===== config.mk =====
export PLATFORM = sky130hd
export DESIGN_NAME = alu_iter_exec
export DESIGN_NICKNAME = d
export VERILOG_FILES = /design/src/rtl/alu_iter_exec.sv
export SDC_FILE = /design/constraint.sdc
export NUM_CORES = 1
export LEC_CHECK = 0
export CAP_MARGIN = 5
export CORE_MARGIN = 8
export CORE_UTILIZATION = 58
export CTS_BUF_LIST = sky130_fd_sc_hd__clkbuf_16
export DETAILED_ROUTE_END_ITERATION = 7
export PLACE_DENSITY = 0.92
export SLEW_MARGIN = 10
export SYNTH_ARGS = -nofsm -noshare
export SYNTH_HDL_FRONTEND = slang
export SYNTH_SLANG_ARGS = --single-unit
export TNS_END_PERCENT = 20

===== constraint.sdc =====
create_clock -name clk -period 2.9 [get_ports clk]
set_clock_uncertainty 0.05 [all_clocks]
set_input_delay 0.725 -clock clk [delete_from_list [all_inputs] [get_ports clk]]
set_output_delay 0.725 -clock clk [all_outputs]
set_load 0.005 [all_outputs]

===== src/rtl/alu_iter_exec.sv =====
// Iterative-shift ALU execute stage: valid/ready request in, valid/ready result out.
// Encodings mirror ALUop.vh. Optional macro ALU_ITER_EXEC_BYPASS_EN lets DONE accept a new request.
package alu_iter_exec_pkg;
  localparam logic [3:0] ALU_ADD    = 4'd0;
  localparam logic [3:0] ALU_SUB    = 4'd1;
  localparam logic [3:0] ALU_AND    = 4'd2;
  localparam logic [3:0] ALU_OR     = 4'd3;
  localparam logic [3:0] ALU_XOR    = 4'd4;
  localparam logic [3:0] ALU_SLT    = 4'd5;
  localparam logic [3:0] ALU_SLTU   = 4'd6;
  localparam logic [3:0] ALU_SLL    = 4'd7;
  localparam logic [3:0] ALU_SRA    = 4'd8;
  localparam logic [3:0] ALU_SRL    = 4'd9;
  localparam logic [3:0] ALU_COPY_B = 4'd10;
  localparam logic [3:0] ALU_XXX    = 4'd15;
endpackage

module alu_iter_exec
  import alu_iter_exec_pkg::*;
#(
  parameter int WIDTH      = 32,
  parameter int SHIFT_STEP = 1
) (
  input  logic             clk,
  input  logic             reset,
  input  logic             in_valid,
  output logic             in_ready,
  input  logic [3:0]       ALUop,
  input  logic [WIDTH-1:0] A,
  input  logic [WIDTH-1:0] B,
  output logic             out_valid,
  input  logic             out_ready,
  output logic [WIDTH-1:0] result,
  output logic             illegal
);
  localparam int SHW = $clog2(WIDTH);
  // One extra bit so a step of 8 fits even when WIDTH is 8.
  localparam int CW = SHW + 1;
  localparam logic [CW-1:0] STEP = CW'(SHIFT_STEP);

  typedef enum logic [1:0] {IDLE, SHIFT, DONE} state_t;

  state_t           state_q, state_d;
  logic [WIDTH-1:0] result_d;
  logic             illegal_d;
  logic [CW-1:0]    cnt_q, cnt_d;
  logic             left_q, left_d;
  logic             fill_q, fill_d;

  logic             accept;
  logic [WIDTH-1:0] alu_res;
  logic             alu_ill;
  logic             is_shift;
  logic [CW-1:0]    shamt;
  logic [CW-1:0]    step;
  logic [WIDTH-1:0] shifted;

  assign out_valid = (state_q == DONE);
`ifdef ALU_ITER_EXEC_BYPASS_EN
  assign in_ready  = (state_q == IDLE) || ((state_q == DONE) && out_ready);
`else
  assign in_ready  = (state_q == IDLE);
`endif
  assign accept    = in_valid && in_ready;
  assign shamt     = {1'b0, B[SHW-1:0]};

  // NOTE: every always_comb output gets a default first so no path leaves it unassigned (no latch).
  always_comb begin
    alu_res  = '0;
    alu_ill  = 1'b0;
    is_shift = 1'b0;
    case (ALUop)
      ALU_ADD:    alu_res = A + B;
      ALU_SUB:    alu_res = A - B;
      ALU_AND:    alu_res = A & B;
      ALU_OR:     alu_res = A | B;
      ALU_XOR:    alu_res = A ^ B;
      ALU_SLT:    alu_res = {{(WIDTH-1){1'b0}}, $signed(A) < $signed(B)};
      ALU_SLTU:   alu_res = {{(WIDTH-1){1'b0}}, A < B};
      ALU_COPY_B: alu_res = B;
      ALU_SLL, ALU_SRA, ALU_SRL: is_shift = 1'b1;
      ALU_XXX:    alu_ill = 1'b1;
      default:    alu_ill = 1'b1;
    endcase
  end

  // The final step may be shorter than SHIFT_STEP; SRA fill comes from the captured sign.
  always_comb begin
    step = (cnt_q < STEP) ? cnt_q : STEP;
    if (left_q) shifted = result << step;
    else        shifted = (result >> step) | (fill_q ? ~({WIDTH{1'b1}} >> step) : '0);
  end

  always_comb begin
    state_d   = state_q;
    result_d  = result;
    illegal_d = illegal;
    cnt_d     = cnt_q;
    left_d    = left_q;
    fill_d    = fill_q;
    case (state_q)
      SHIFT: begin
        result_d = shifted;
        cnt_d    = cnt_q - step;
        if (cnt_q == step) state_d = DONE;
      end
      DONE:    if (out_ready) state_d = IDLE;
      default: ;
    endcase
    // An accept (IDLE, or DONE in bypass builds) overrides the retire path.
    if (accept) begin
      left_d    = (ALUop == ALU_SLL);
      fill_d    = (ALUop == ALU_SRA) && A[WIDTH-1];
      illegal_d = alu_ill;
      cnt_d     = '0;
      if (is_shift && (shamt != '0)) begin
        result_d = A;
        cnt_d    = shamt;
        state_d  = SHIFT;
      end else begin
        result_d = is_shift ? A : alu_res;
        state_d  = DONE;
      end
    end
  end

  // NOTE: state registers use non-blocking assignments so all flops update from pre-edge values.
  always_ff @(posedge clk or posedge reset) begin
    if (reset) begin
      state_q <= IDLE;
      result  <= '0;
      illegal <= 1'b0;
      cnt_q   <= '0;
      left_q  <= 1'b0;
      fill_q  <= 1'b0;
    end else begin
      state_q <= state_d;
      result  <= result_d;
      illegal <= illegal_d;
      cnt_q   <= cnt_d;
      left_q  <= left_d;
      fill_q  <= fill_d;
    end
  end
endmodule


==> results of run 1 <==
[repair_timing]
item	CTS
setup endpoints to repair	29
cloned	0
buffers inserted	26
pin swaps	65
resized for setup	227
hold buffers	0
[layer usage]
layer,global-route usage (%),GRT overflow
met5,35.7,0
met2,86.1,45
met3,62.5,0
met4,70.3,24
met1,71.7,1
[cells by family after synthesis]
| kind of cell | synth area share [%] |
|---|---|
| mux | 4.82 |
| buf+inv | 9.29 |
| fa+ha+maj | 17.4 |
| flops | 12.7 |
| xor+xnor | 1.14 |
| simple gates | 18.5 |
| compound gates | 36.1 |
[metrics by stage]
step                      TNS [ps]  cell area [um2]  instances
after CTS                    -7940            13200       1727
after detailed placement    -28630            12100       1693
after global placement      -23020            12100       1693
after floorplan              -1720             8540       1130
==> flow_summary.toml, run 1 <==
[run_status]
status = "stopped before the end"
lastStage = "global routing (5_1_grt)"
error_line = "[ERROR GRT-0116] Global routing finished with congestion. Check the congestion regions in the DRC Viewer."

[logic_synthesis]
synth_edf_count = 0
yosysWarnings = 0
yosysUniqueCellTypes = 103
synthCells = 1130
synth_sequential_area_ratio_pct = 12.7
syn-cell-area_um2 = 8480
synth_common_cells = "ha_1, a21oi_1, nor2_1"
synth.top_cell.area_share_pct = 17.0
synthFlopType = "dfrtp_1"
ys_seq_elements = 43
synth_nets = 1319
synth.largest_area_cell = "ha_1"
synth_async_sr_flop_share_pct = 100
avgSynthCellArea_um2 = 7.50
synthTopCellsByArea = "ha_1, dfrtp_1, a21oi_1, nor2_1, inv_1"
synth.most_common_cell = "ha_1"

[placed_design]
hpwl_um = 31700
routabilityCongestion = 1.11
port_buffers = 106
post-place-ws_ps = -1170

[clock_tree]
clk_path_buf_depth = 2
cts-root-buf = "clkbuf_16"
cts_sinks = 43
cts_buffers = 5
cts-htree-levels = 2

[die]
pin_count = 107
dieHeight_um = 137
initial_core_util_pct = 58.8
rows = 44
die-width_um = 137

[global_route]
grt_max_degree = 44
grt_pass1_vias = 16300
track_usage_pct = 72.7
overflow = 70
grt_pass1_wl_um = 103000
==> run 2, diff against run 1 <==
- CORE_UTILIZATION: 58 -> 40
- CTS_BUF_LIST: sky130_fd_sc_hd__clkbuf_16 -> unset
- PLACE_DENSITY: 0.92 -> unset
- PLACE_DENSITY_LB_ADDON: unset -> 0.15
==> run 2 against run 1 <==
Against the previous run: the flow now finishes, with violations (setup timing); synthesized cell count is the same; synthesized area did not move.
==> flow_summary.toml, run 2 <==
[logic_synthesis]
synth_nets = 1319
ys_seq_elements = 43
synthFlopType = "dfrtp_1"
synth.top_cell.area_share_pct = 17.0
yosysWarnings = 0
synthCells = 1130
synth_sequential_area_ratio_pct = 12.7
synthTopCellsByArea = "ha_1, dfrtp_1, a21oi_1, nor2_1, inv_1"
syn-cell-area_um2 = 8480
synth_common_cells = "ha_1, a21oi_1, nor2_1"
yosysUniqueCellTypes = 103
avgSynthCellArea_um2 = 7.50
synth_async_sr_flop_share_pct = 100
synth.largest_area_cell = "ha_1"
synth_edf_count = 0
synth.most_common_cell = "ha_1"

[global_route]
grt_pass1_vias = 10900
track_usage_pct = 29.2
overflow = 0
grt_pass1_wl_um = 60800
antenna_found_initial = 1
grt_max_degree = 34

[setup_path]
path_delay_family = "compound AO/OA/AOI/OAI gates"
worstPathRequired_ps = 3040
cpPeakStageDelay_ps = 440
critPathLaunch = "A[0]"
startpoint_type = "primary input"
worstPathBufferInverterCount = 3
crit_fanout = 3
slowest_stage = "or4_4"
cp.depth = 14
reg2reg_depth = 8
crit_type = "primary input to flop"
rrSetupSlack_ps = 370
cp-end-kind = "flop"
r2r-start = "cnt_q[4]$_DFFE_PP0P_"
cp_common_cell = "o211a_4"
cp.arrival_ps = 3380
r2r-end = "result[20]$_DFFE_PP0P_"
cp_cell_sequence = "buf_12 -> inv_12 -> ha_4 -> fa_2 -> o21ba_4 -> or4_4 -> o211a_4 -> buf_6 -> o211a_4 -> o21ai_2 -> a21oi_2 -> o31ai_2 -> mux2i_1 -> nor3_2"

[sta]
relSlewSlack_pct = 60.8
hold_viol = 0
max_freq_ghz = 0.309
finalCritPeriodShare_pct = 112
grt_setup_unrepaired = "true"
period_needed_ps = 3240
setup_ws_ps = -340
setup_viol = 19
finalMaxSlewViolations = 0
worstMarginPinSlew_ps = 586

[cells_and_area]
largest_reg_flops = 31
regMostFlops = "result"
antenna_cells = 0
drive_gt1_share_pct = 45.5
synthToLayoutAreaGrowth_pct = 72.5
nFillCells = 1757
final_common_cell = "buf_4"
nets = 1794
final_cell_mix = "buf_4, nor2_1, nand2_1"
largestRegisters = "result (31), cnt_q (6), state_q (2)"

[die]
initial_core_util_pct = 40.6
pin_count = 107
core_um2 = 20900
die_area_um2 = 26100
rows = 53
die-width_um = 162
dieHeight_um = 162

[clock_tree]
clock_latency_ps = 310
cts-htree-levels = 2
clkTransAtPathRegs_ps = 70
cts_buffers = 5
hold_buffers = 0
cts_tree = "done"
cts_sinks = 43
cts-root-buf = "clkbuf_16"
clk_path_buf_depth = 2

[min_path]
hold_path_class = "flop to flop"
hold_path_depth = 2
min_to = "illegal$_DFFE_PP0P_"
worstHoldStart = "illegal$_DFFE_PP0P_"

[drt]
drc_errors = 0
final_antenna_net_count = 0
finalWirelength_um = 40200
via_per_inst = 5.85
drt-initial-drc-count = 955
firstDrtPassIters = 7
avgRoutedWirePerCell_um = 21.4
vias = 11000

[pwr]
power_density_nw_per_um2 = 422
leakagePower_nw = 6.58
power_mw = 6.17
ir_drop_v = 0.000387

[run_status]
violations = "setup timing"
status = "finished, violations left"

[run]
cap_violations = 0

[placed_design]
port_buffers = 106
hpwl_um = 30900
routabilityCongestion = 0.988
post-place-ws_ps = -1160
## run 2: layer usage
layer	wire, um	track usage, %	up-vias
li1	-	-	5116
met1	17000	38.1	5283
met2	18700	48.0	504
met3	3010	4.45	106
met4	1540	10.2	0
met5	0	0	-
## run 2: worst max-delay path by stage
stage	to	slack, ps
2_1_floorplan	result[28]$_DFFE_PP0P_	-270
6_report	result[14]$_DFFE_PP0P_	-340
5_1_grt	result[14]$_DFFE_PP0P_	-430
3_3_place_gp	result[20]$_DFFE_PP0P_	-1080
4_1_cts	result[20]$_DFFE_PP0P_	-590
3_5_place_dp	result[20]$_DFFE_PP0P_	-1160
## run 2: per-stage QoR
stage	instances	TNS, ps	area, um2	utilization, %	hold WS (ps)
finish	1881	-3090	14600	70.0	451
global route	1881	-5250	14600	70.0	484
CTS	1858	-9350	13400	64.1	469
detailed placement	1832	-26790	12600	60.5	449
global placement	1832	-25560	12600	60.5	414
floorplan	1130	-1720	8540	-	395
## run 2: tightest hold or removal path: cells and delay by family, from the launching register on
family / cells / cell delay [ps]
and+or+nand+nor: 1 / 40
DFF: 1 / 350
AOI/OAI and AO/OA: 1 / 70
## run 2: power by group
group	switching (mW)	leakage [nW]	internal (mW)
logic	2.14	5.97	2.15
registers	0.367	0.534	0.863
clock network	0.308	0.0739	0.344
total	2.81	6.58	3.36
## run 2: area by class of cell
class                      count  area (um2)  share of cell area (%)
clock inverter                 1        5.00                  0.0342
clock buffer                   7         143                   0.975
timing repair buffer         540        4660                    31.8
inverter                     102         409                    2.80
sequential                    43        1080                    7.36
tap                          275         344                    2.35
multi-input combinational    913        8000                    54.7
## run 2: timing repair
action	in CTS	in global routing
endpoints found under the setup margin	29	31
gates resized for setup	127	296
setup buffers	18	31
pin swaps	48	107
## run 2: cells by family (layout without fill, tap and decap cells)
group	Yosys count	in the layout	share of synthesized area, %
AO/OA/AOI/OAI	424	424	36.1
AND/OR/NAND/NOR	321	321	18.5
buffers and inverters	174	650	9.29
adder cells (fa/ha/maj)	117	117	17.4
flip-flops	43	43	12.7
multiplexers	40	40	4.82
XOR/XNOR	11	11	1.14
(Power assumes the default switching activity.)
==> run 3, diff against run 2 <==
- PLACE_DENSITY: unset -> 0.73
- PLACE_DENSITY_LB_ADDON: 0.15 -> unset
==> run 3 against run 2 <==
Against the previous run: the flow still finishes with violations (setup timing); final area shrank 5.3%; routed wire length shrank 3.8%; total power shrank 3.9%; first-iteration DRC count grew 15%; utilization shrank 3.7 points; combinational power shrank 5.6%; non-clock buffer count shrank 36; setup slack gained 2.0 ps; largest power group unchanged.
==> flow_summary.toml, run 3 (same netlist as run 2, synthesis figures left out) <==
[pwr]
leakagePower_nw = 6.17
power_density_nw_per_um2 = 428
p_sw_share_pct = 45.6
power_frac_comb_pct = 68.4
internal_power_mw = 3.23
ir_drop_v = 0.000314
power.switching_mw = 2.70
seqPwrFrac_pct = 21.2
p_clk_share_pct = 10.4
power_mw = 5.93

[drt]
avgRoutedWirePerCell_um = 21.0
firstDrtPassIters = 7
vias = 10900
drt-initial-drc-count = 1098
final_antenna_net_count = 0
via_per_inst = 5.90
drc_errors = 0
finalWirelength_um = 38700

[die]
dieHeight_um = 162
pin_count = 107
initial_core_util_pct = 40.6
rows = 53
core_um2 = 20900
die_area_um2 = 26100
die-width_um = 162

[sta]
setup_viol = 24
max_freq_ghz = 0.309
grt_setup_unrepaired = "true"
setup_ws_ps = -338
tns_ps = -4360
hold_viol = 0
finalCritPeriodShare_pct = 112
finalMaxSlewViolations = 0
relSlewSlack_pct = 65.6
worstMarginPinSlew_ps = 512
period_needed_ps = 3240

[clock_tree]
cts-root-buf = "clkbuf_16"
cts-htree-levels = 2
cts_sinks = 43
clk_path_buf_depth = 2
hold_buffers = 0
cts_tree = "done"
clkTransAtPathRegs_ps = 70
clock_latency_ps = 300
cts_buffers = 5

[cells_and_area]
final_common_cell = "buf_4"
drive_gt1_share_pct = 41.3
final_cell_mix = "buf_4, nor2_1, a21oi_1"
synthToLayoutAreaGrowth_pct = 63.4
fin_util_pct = 66.3
antenna_cells = 0
multi_input_area_um2 = 7700
ff_latch_area_um2 = 1080
largest_reg_flops = 31
largestRegisters = "result (31), cnt_q (6), state_q (2)"
nets = 1758
regMostFlops = "result"
nFillCells = 1751

[placed_design]
routabilityCongestion = 0.978
post-place-ws_ps = -1130
port_buffers = 106
hpwl_um = 29600

[setup_path]
cp.arrival_ps = 3380
worstPathRequired_ps = 3040
startpoint_type = "primary input"
crit_fanout = 8
crit_type = "primary input to flop"
cp-end-kind = "flop"

[global_route]
grt_max_degree = 34
antenna_found_initial = 0
grt_pass1_vias = 10900
grt_pass1_wl_um = 59700
overflow = 0
track_usage_pct = 28.4

[run_status]
violations = "setup timing"
status = "finished, violations left"

[min_path]
hold_path_class = "flop to flop"

[run]
cap_violations = 0
==> run 3: critical path, stage by stage <==
cell             delay [ps]
clkdlybuf4s50_1         480
inv_1                    70
ha_4                    260
buf_4                   140
buf_4                   160
inv_4                    90
nand4_1                 320
buf_4                   270
nor2_2                  170
nor4_1                   70
nor3_1                  250
mux2i_1                 130
a31o_1                  230
==> run 3: power by group through the flow <==
stage | Sequential (mW) | Clock [mW] | Combinational, mW
detailed placement | 1.25 | 0 | 3.63
global route | 1.28 | 0.645 | 4.37
CTS | 1.24 | 0.629 | 3.84
floorplan | 1.10 | 0 | 1.92
finish | 1.26 | 0.616 | 4.05
global placement | 1.24 | 0 | 3.57
==> run 3: cell type report <==
class                           count  area share, %
Multi-Input combinational cell    913           55.6
Clock buffer                        6           1.00
Inverter                          102           2.87
Timing Repair Buffer              504           30.3
Clock inverter                      1         0.0361
Sequential cell                    43           7.78
Tap cell                          275           2.48
==> run 3: repair_timing <==
action	in CTS	in global routing
gates resized for setup	175	125
setup buffers	14	14
pin swaps	58	74
setup endpoints to repair	29	29
==> run 3: final timing paths <==
| path | start | to | slack [ps] | cells after the start |
|---|---|---|---|---|
| max | A[18] | result[19]$_DFFE_PP0P_ | -340 | 13 |
| min | illegal$_DFFE_PP0P_ | illegal$_DFFE_PP0P_ | 460 | 2 |
| max reg2reg | cnt_q[4]$_DFFE_PP0P_ | result[14]$_DFFE_PP0P_ | 390 | 7 |
| min reg2reg | illegal$_DFFE_PP0P_ | illegal$_DFFE_PP0P_ | 460 | 2 |
| max in group asynchronous | reset | result[26]$_DFFE_PP0P_ | 1530 | 3 |
| min in group asynchronous | reset | result[6]$_DFFE_PP0P_ | 720 | 2 |
==> run 3: layer usage <==
layer / part of all wire [%] / vias to the layer above / GRT usage [%] / wire [um]
met2: 46 / 571 / 45.7 / 17900
met3: 9.2 / 95 / 6.11 / 3550
met1: 42 / 5177 / 36.7 / 16100
met4: 3.0 / 0 / 10.1 / 1160
li1: - / 5042 / - / -
met5: 0 / - / 0 / 0
==> run 3: metrics by stage <==
step	cell area (um2)	std cells	hold WS, ps
floorplan	8540	1130	395
global placement	12400	1810	414
detailed placement	12400	1810	446
CTS	13300	1831	466
global route	13900	1844	481
finish	13900	1844	457
